**config.mk**
```make
export PLATFORM = sky130hd
export DESIGN_NAME = jb_resolve_unit
export DESIGN_NICKNAME = d
export VERILOG_FILES = /design/src/rtl/jb_resolve_unit.sv
export SDC_FILE = /design/constraint.sdc
export NUM_CORES = 1
export LEC_CHECK = 0
export ABC_AREA = 1
export BUFFER_PORTS_ARGS = -buffer_cell sky130_fd_sc_hd__buf_4
export CAP_MARGIN = 0
export CORE_UTILIZATION = 49
export CTS_BUF_LIST = sky130_fd_sc_hd__clkbuf_8 sky130_fd_sc_hd__clkbuf_16
export CTS_CLUSTER_DIAMETER = 30
export DETAILED_ROUTE_END_ITERATION = 10
export PLACE_DENSITY = 0.83
export SETUP_SLACK_MARGIN = 0.05
export SLEW_MARGIN = 20
export SYNTH_ARGS = -nofsm -noshare
export SYNTH_HDL_FRONTEND = slang
export SYNTH_SLANG_ARGS = --single-unit
```
**constraint.sdc**
```tcl
create_clock -name clk -period 4.1 [get_ports clk]
set_input_delay 1.23 -clock clk [delete_from_list [all_inputs] [get_ports clk]]
set_output_delay 1.23 -clock clk [all_outputs]
set_load 0.03 [all_outputs]
```
**src/rtl/jb_resolve_unit.sv**
```systemverilog
// jb_resolve_unit: EX-stage jump/branch resolution with registered redirect and a direct-mapped BTB when JB_BTB_EN is defined
module jb_resolve_unit #(
  parameter int XLEN = 32,
  parameter int BTB_DEPTH = 16,
  parameter int CNT_W = 32
) (
  input  logic            clk,
  input  logic            rst,
  input  logic [XLEN-1:0] if_pc,
  output logic            if_pred_taken,
  output logic [XLEN-1:0] if_pred_target,
  input  logic            ex_valid,
  input  logic            ex_stall,
  input  logic [4:0]      ex_opcode,
  input  logic [2:0]      ex_funct3,
  input  logic [XLEN-1:0] ex_pc,
  input  logic [XLEN-1:0] ex_rs1,
  input  logic [XLEN-1:0] ex_rs2,
  input  logic [XLEN-1:0] ex_imm,
  input  logic            ex_pred_taken,
  input  logic [XLEN-1:0] ex_pred_target,
  output logic [XLEN-1:0] ex_link,
  output logic            redirect_valid,
  output logic [XLEN-1:0] redirect_pc,
  output logic            misalign,
  output logic [CNT_W-1:0] branch_cnt,
  output logic [CNT_W-1:0] mispred_cnt
);
  localparam logic [4:0] OP_JAL = 5'b11011, OP_JALR = 5'b11001, OP_BRANCH = 5'b11000;
  logic resolve, is_jal, is_jalr, is_br, is_jb, eq, lt, ltu, cond, taken, mispred;
  logic [XLEN-1:0] target;
  assign ex_link = ex_pc + XLEN'(4);
  always_comb begin
    resolve = ex_valid & ~ex_stall & ~redirect_valid;
    is_jal = ex_opcode == OP_JAL;
    is_jalr = ex_opcode == OP_JALR;
    is_br = ex_opcode == OP_BRANCH;
    is_jb = is_jal | is_jalr | is_br;
    target = is_jalr ? (ex_rs1 + ex_imm) & ~XLEN'(1) : ex_pc + ex_imm;
    eq = ex_rs1 == ex_rs2;
    lt = $signed(ex_rs1) < $signed(ex_rs2);
    ltu = ex_rs1 < ex_rs2;
    cond = ex_funct3[2:1] == 2'b00 ? eq ^ ex_funct3[0] :
           ex_funct3[2:1] == 2'b10 ? lt ^ ex_funct3[0] :
           ex_funct3[2:1] == 2'b11 ? ltu ^ ex_funct3[0] : 1'b0;
    taken = is_jal | is_jalr | (is_br & cond);
    mispred = (taken != ex_pred_taken) | (taken & ex_pred_taken & (target != ex_pred_target));
  end
  always_ff @(posedge clk)
    if (rst) begin
      redirect_valid <= 1'b0;
      redirect_pc <= '0;
      misalign <= 1'b0;
      branch_cnt <= '0;
      mispred_cnt <= '0;
    end else begin
      redirect_valid <= resolve & mispred;
      if (resolve & mispred) redirect_pc <= taken ? target : ex_link;
      misalign <= resolve & taken & target[1];
      if (resolve & is_jb & ~&branch_cnt) branch_cnt <= branch_cnt + CNT_W'(1);
      if (resolve & mispred & ~&mispred_cnt) mispred_cnt <= mispred_cnt + CNT_W'(1);
    end
`ifdef JB_BTB_EN
  localparam int IDX = $clog2(BTB_DEPTH);
  localparam int TAG_W = XLEN - IDX - 2;
  logic [BTB_DEPTH-1:0] btb_valid;
  logic [TAG_W-1:0] btb_tag [BTB_DEPTH];
  logic [XLEN-1:0] btb_target [BTB_DEPTH];
  logic [IDX-1:0] rd_idx, wr_idx;
  logic unused_pc_lsb;
  assign unused_pc_lsb = ^if_pc[1:0];
  assign rd_idx = if_pc[IDX+1:2];
  assign wr_idx = ex_pc[IDX+1:2];
  assign if_pred_taken = btb_valid[rd_idx] && btb_tag[rd_idx] == if_pc[XLEN-1:IDX+2];
  assign if_pred_target = if_pred_taken ? btb_target[rd_idx] : '0;
  always_ff @(posedge clk)
    if (rst) btb_valid <= '0;
    else if (resolve & taken) btb_valid[wr_idx] <= 1'b1;
    else if (resolve & ex_pred_taken) btb_valid[wr_idx] <= 1'b0;
  always_ff @(posedge clk)
    if (~rst & resolve & taken) begin
      btb_tag[wr_idx] <= ex_pc[XLEN-1:IDX+2];
      btb_target[wr_idx] <= target;
    end
`else
  logic unused_if_pc;
  assign unused_if_pc = ^if_pc;
  assign if_pred_taken = 1'b0;
  assign if_pred_target = '0;
`endif
endmodule

```
==> results.toml <==
[status]
outcome = "finished, violations left"
violations = "design-rule violations, negative setup slack"

[worst_setup_path]
startpoint = "ex_imm[2]"
crit_type = "in2reg"
path_max_fanout = 6
cp.arrival_ns = 4.65
r2r_start = "mispred_cnt[0]"
worst_ep_required_time_ns = 4.28
startpoint_type = "primary input"
cp-end-kind = "register"

[yosys]
synth_top_area_share = 0.219
synth.top_cells.by_area = "nand2_1 22%, dfxtp_1 15%, inv_1 12%"
synthTopCellsByCount = "742 x nand2_1, 417 x inv_1, 260 x nor2_1"
synthCells = 2344
synthSimpleGateAreaFrac = 0.484
synth.avg_cell_area_sq_um = 5.42
synth_top_family_by_area = "simple AND/OR/NAND/NOR gates"
synth_compound_area_frac = 0.0713
synth_cell_types = 46
synth_edf_count = 0
synth-seq-area-share = 0.154
synth_most_common_cell = "nand2_1"
synth_adder_area_share = 0.0987
yosys.area.top_type = "nand2_1"
synth_area_sq_um = 12700
ys_warn_count = 0
synth.ff_latch_count = 98
synth_xor_area_frac = 0.0262
synthMuxAreaShare = 0
synthArstFlopShare = 0
synthFlopType = "dfxtp_1"

[layout]
areaGrowthSynthToFinish_pct = 52.5
num_antenna_cells = 0
fin_area_sq_um = 19400
nNetsFinal = 3238
final_cells = 3269
drive_gt1_frac = 0.299
fillers = 1940

[power]
power_density_nw_per_um2 = 206
ir_drop_uv = 327
p_leak_nw = 10.6

[route]
dr_total_vias = 17659
wire_per_inst_um = 16.6
antenna_left = 0
finalWirelength_um = 54200
drc = 1
drt-pass1-iter-count = 11
routed_via_density = 5.40
drt_iter0_drc = 1909

[place]
gp_congestion = 0.979
dp_hpwl_um = 40100
placed_area_sq_um = 17300
io_buffer_count = 302
dp.cells = 3204

[timing]
hold_viol_final = 0
slew_violations = 0
timing.hold.ws_ns = 0.482
worst_pin_slew_ns = 1.35
relSlewSlack = 0.101
setup_slack_ns = -0.367
rsz0062_at_grt = "true"
finalCriticalPeriod_ns = 4.47
setup_viol = 24
fin_tns_setup_ns = -2.88
fmax_ghz = 0.224
min_period_over_period = 1.09
fin_skew_ns = 0.00555

[cts]
clk_pin_slew_worst_paths_ns = 0.07
cts_root_buffer = "clkbuf_16"
cts_tree = "yes"
clock_path_buffers = 2
clk_latency_ns = 0.35
cts_sinks = 98
htree_levels = 3
cts_buffers = 9

[floorplan]
die_y_um = 163
core-area_sq_um = 25300
rows = 58
ioPinCount = 368
die_w_um = 163
design.die.area_sq_um = 26600
start_util = 0.501

[global_route]
grt_pass1_vias = 15821
antenna_found_initial = 1
grt_pass1_wl_um = 75500
grt_usage = 0.357
grt_overflow = 0
grt_max_degree = 57

[min_path]
min_from = "branch_cnt[4]"
hold_path.class = "reg2reg"

[job]
drv_cap = 0
==> state kept, by name (all words and copies together), names as in the netlist <==
signal and count:
branch_cnt 32, misalign 1, mispred_cnt 32, redirect_pc 32
redirect_valid 1
==> worst max-delay path, stage by stage <==
cell and delay, ns:
buf_4 0.13, ha_1 0.36, nand2_1 0.11, nor2_1 0.18
nand2_1 0.10, nand3_1 0.10, nand2_1 0.12, nand2_2 0.14
nand2_1 0.09, nand2_1 0.06, nand2_1 0.05, nand3_1 0.13
nand2_1 0.08, nand2_1 0.06, nand2_1 0.06, nor2_2 0.21
nand3_2 0.11, nor2_2 0.12, nand2_1 0.12, nand2_4 0.14
nand2_8 0.11, buf_12 0.17, nand3_4 0.07, nor2_1 0.07
nor2_1 0.50
==> area by class of cell <==
type	instances	area, sq um	share of cell area
inverters	425	1600	0.0826
multi-input cells	1774	9990	0.516
well taps	330	413	0.0213
repair buffers	626	5090	0.263
clock buffers	9	225	0.0116
clock inverters	7	95.1	0.00491
flip-flops and latches	98	1960	0.101
==> kinds of logic (layout without fill, tap and decap cells) <==
kind of cell	count (synthesis)	in the layout
buf+inv	505	1067
simple gates	1434	1435
flops	98	98
fa+ha+maj	99	99
compound gates	169	169
xor+xnor	38	38
other cells	1	33
==> power breakdown <==
part	internal, W	total (W)	switching (W)
logic	0.000895	0.00207	0.00117
clock network	0.000536	0.000925	0.000389
registers	0.000974	0.000992	0.0000188
==> final timing paths <==
path | slack [ns] | endpoint | cells after the start
max | -0.37 | mispred_cnt[4] | 25
min | 0.48 | branch_cnt[4] | 1
max reg2reg | 0.49 | mispred_cnt[21] | 19
min reg2reg | 0.48 | branch_cnt[4] | 1
==> metal layers <==
metal	part of all wire	GRT usage	vias up	wire length (um)
met2	0.48	0.647	982	25800
li1	-	-	8504	-
met5	0.00024	0	-	13
met1	0.38	0.430	7871	20700
met3	0.084	0.0357	300	4580
met4	0.058	0.133	2	3160
==> cell usage in the layout (no fill, tap or decap), drive strengths merged, types with 4 or more instances in the layout <==
cell type / count
inv: 425
nor3: 58
o21ai: 68
nor4: 7
ha: 97
dfxtp: 98
and3: 6
nand2: 751
nor2: 261
clkinv: 4
o21bai: 4
xnor2: 11
conb: 33
nand4: 56
nand3b: 26
and2: 4
clkbuf: 16
xor2: 27
nand3: 260
a21oi: 85
buf: 619
==> metrics by stage <==
step / total power (W) / setup slack, ns / utilization
3_5_place_dp: 0.00280 / -0.514 / 0.683
4_1_cts: 0.00374 / -0.254 / 0.715
5_1_grt: 0.00420 / -0.583 / 0.765
2_1_floorplan: 0.00203 / -0.0354 / -
6_report: 0.00399 / -0.367 / 0.765
3_3_place_gp: 0.00276 / -0.520 / 0.683
==> what timing repair did <==
item	in CTS	in global routing
setup buffers	20	26
hold endpoints to repair	0	0
hold buffers	0	0
gates resized for setup	68	225
pin swaps	12	88
cloned	1	11
endpoints found under the setup margin	74	83
No activity file was read; power rests on OpenSTA's default activity.
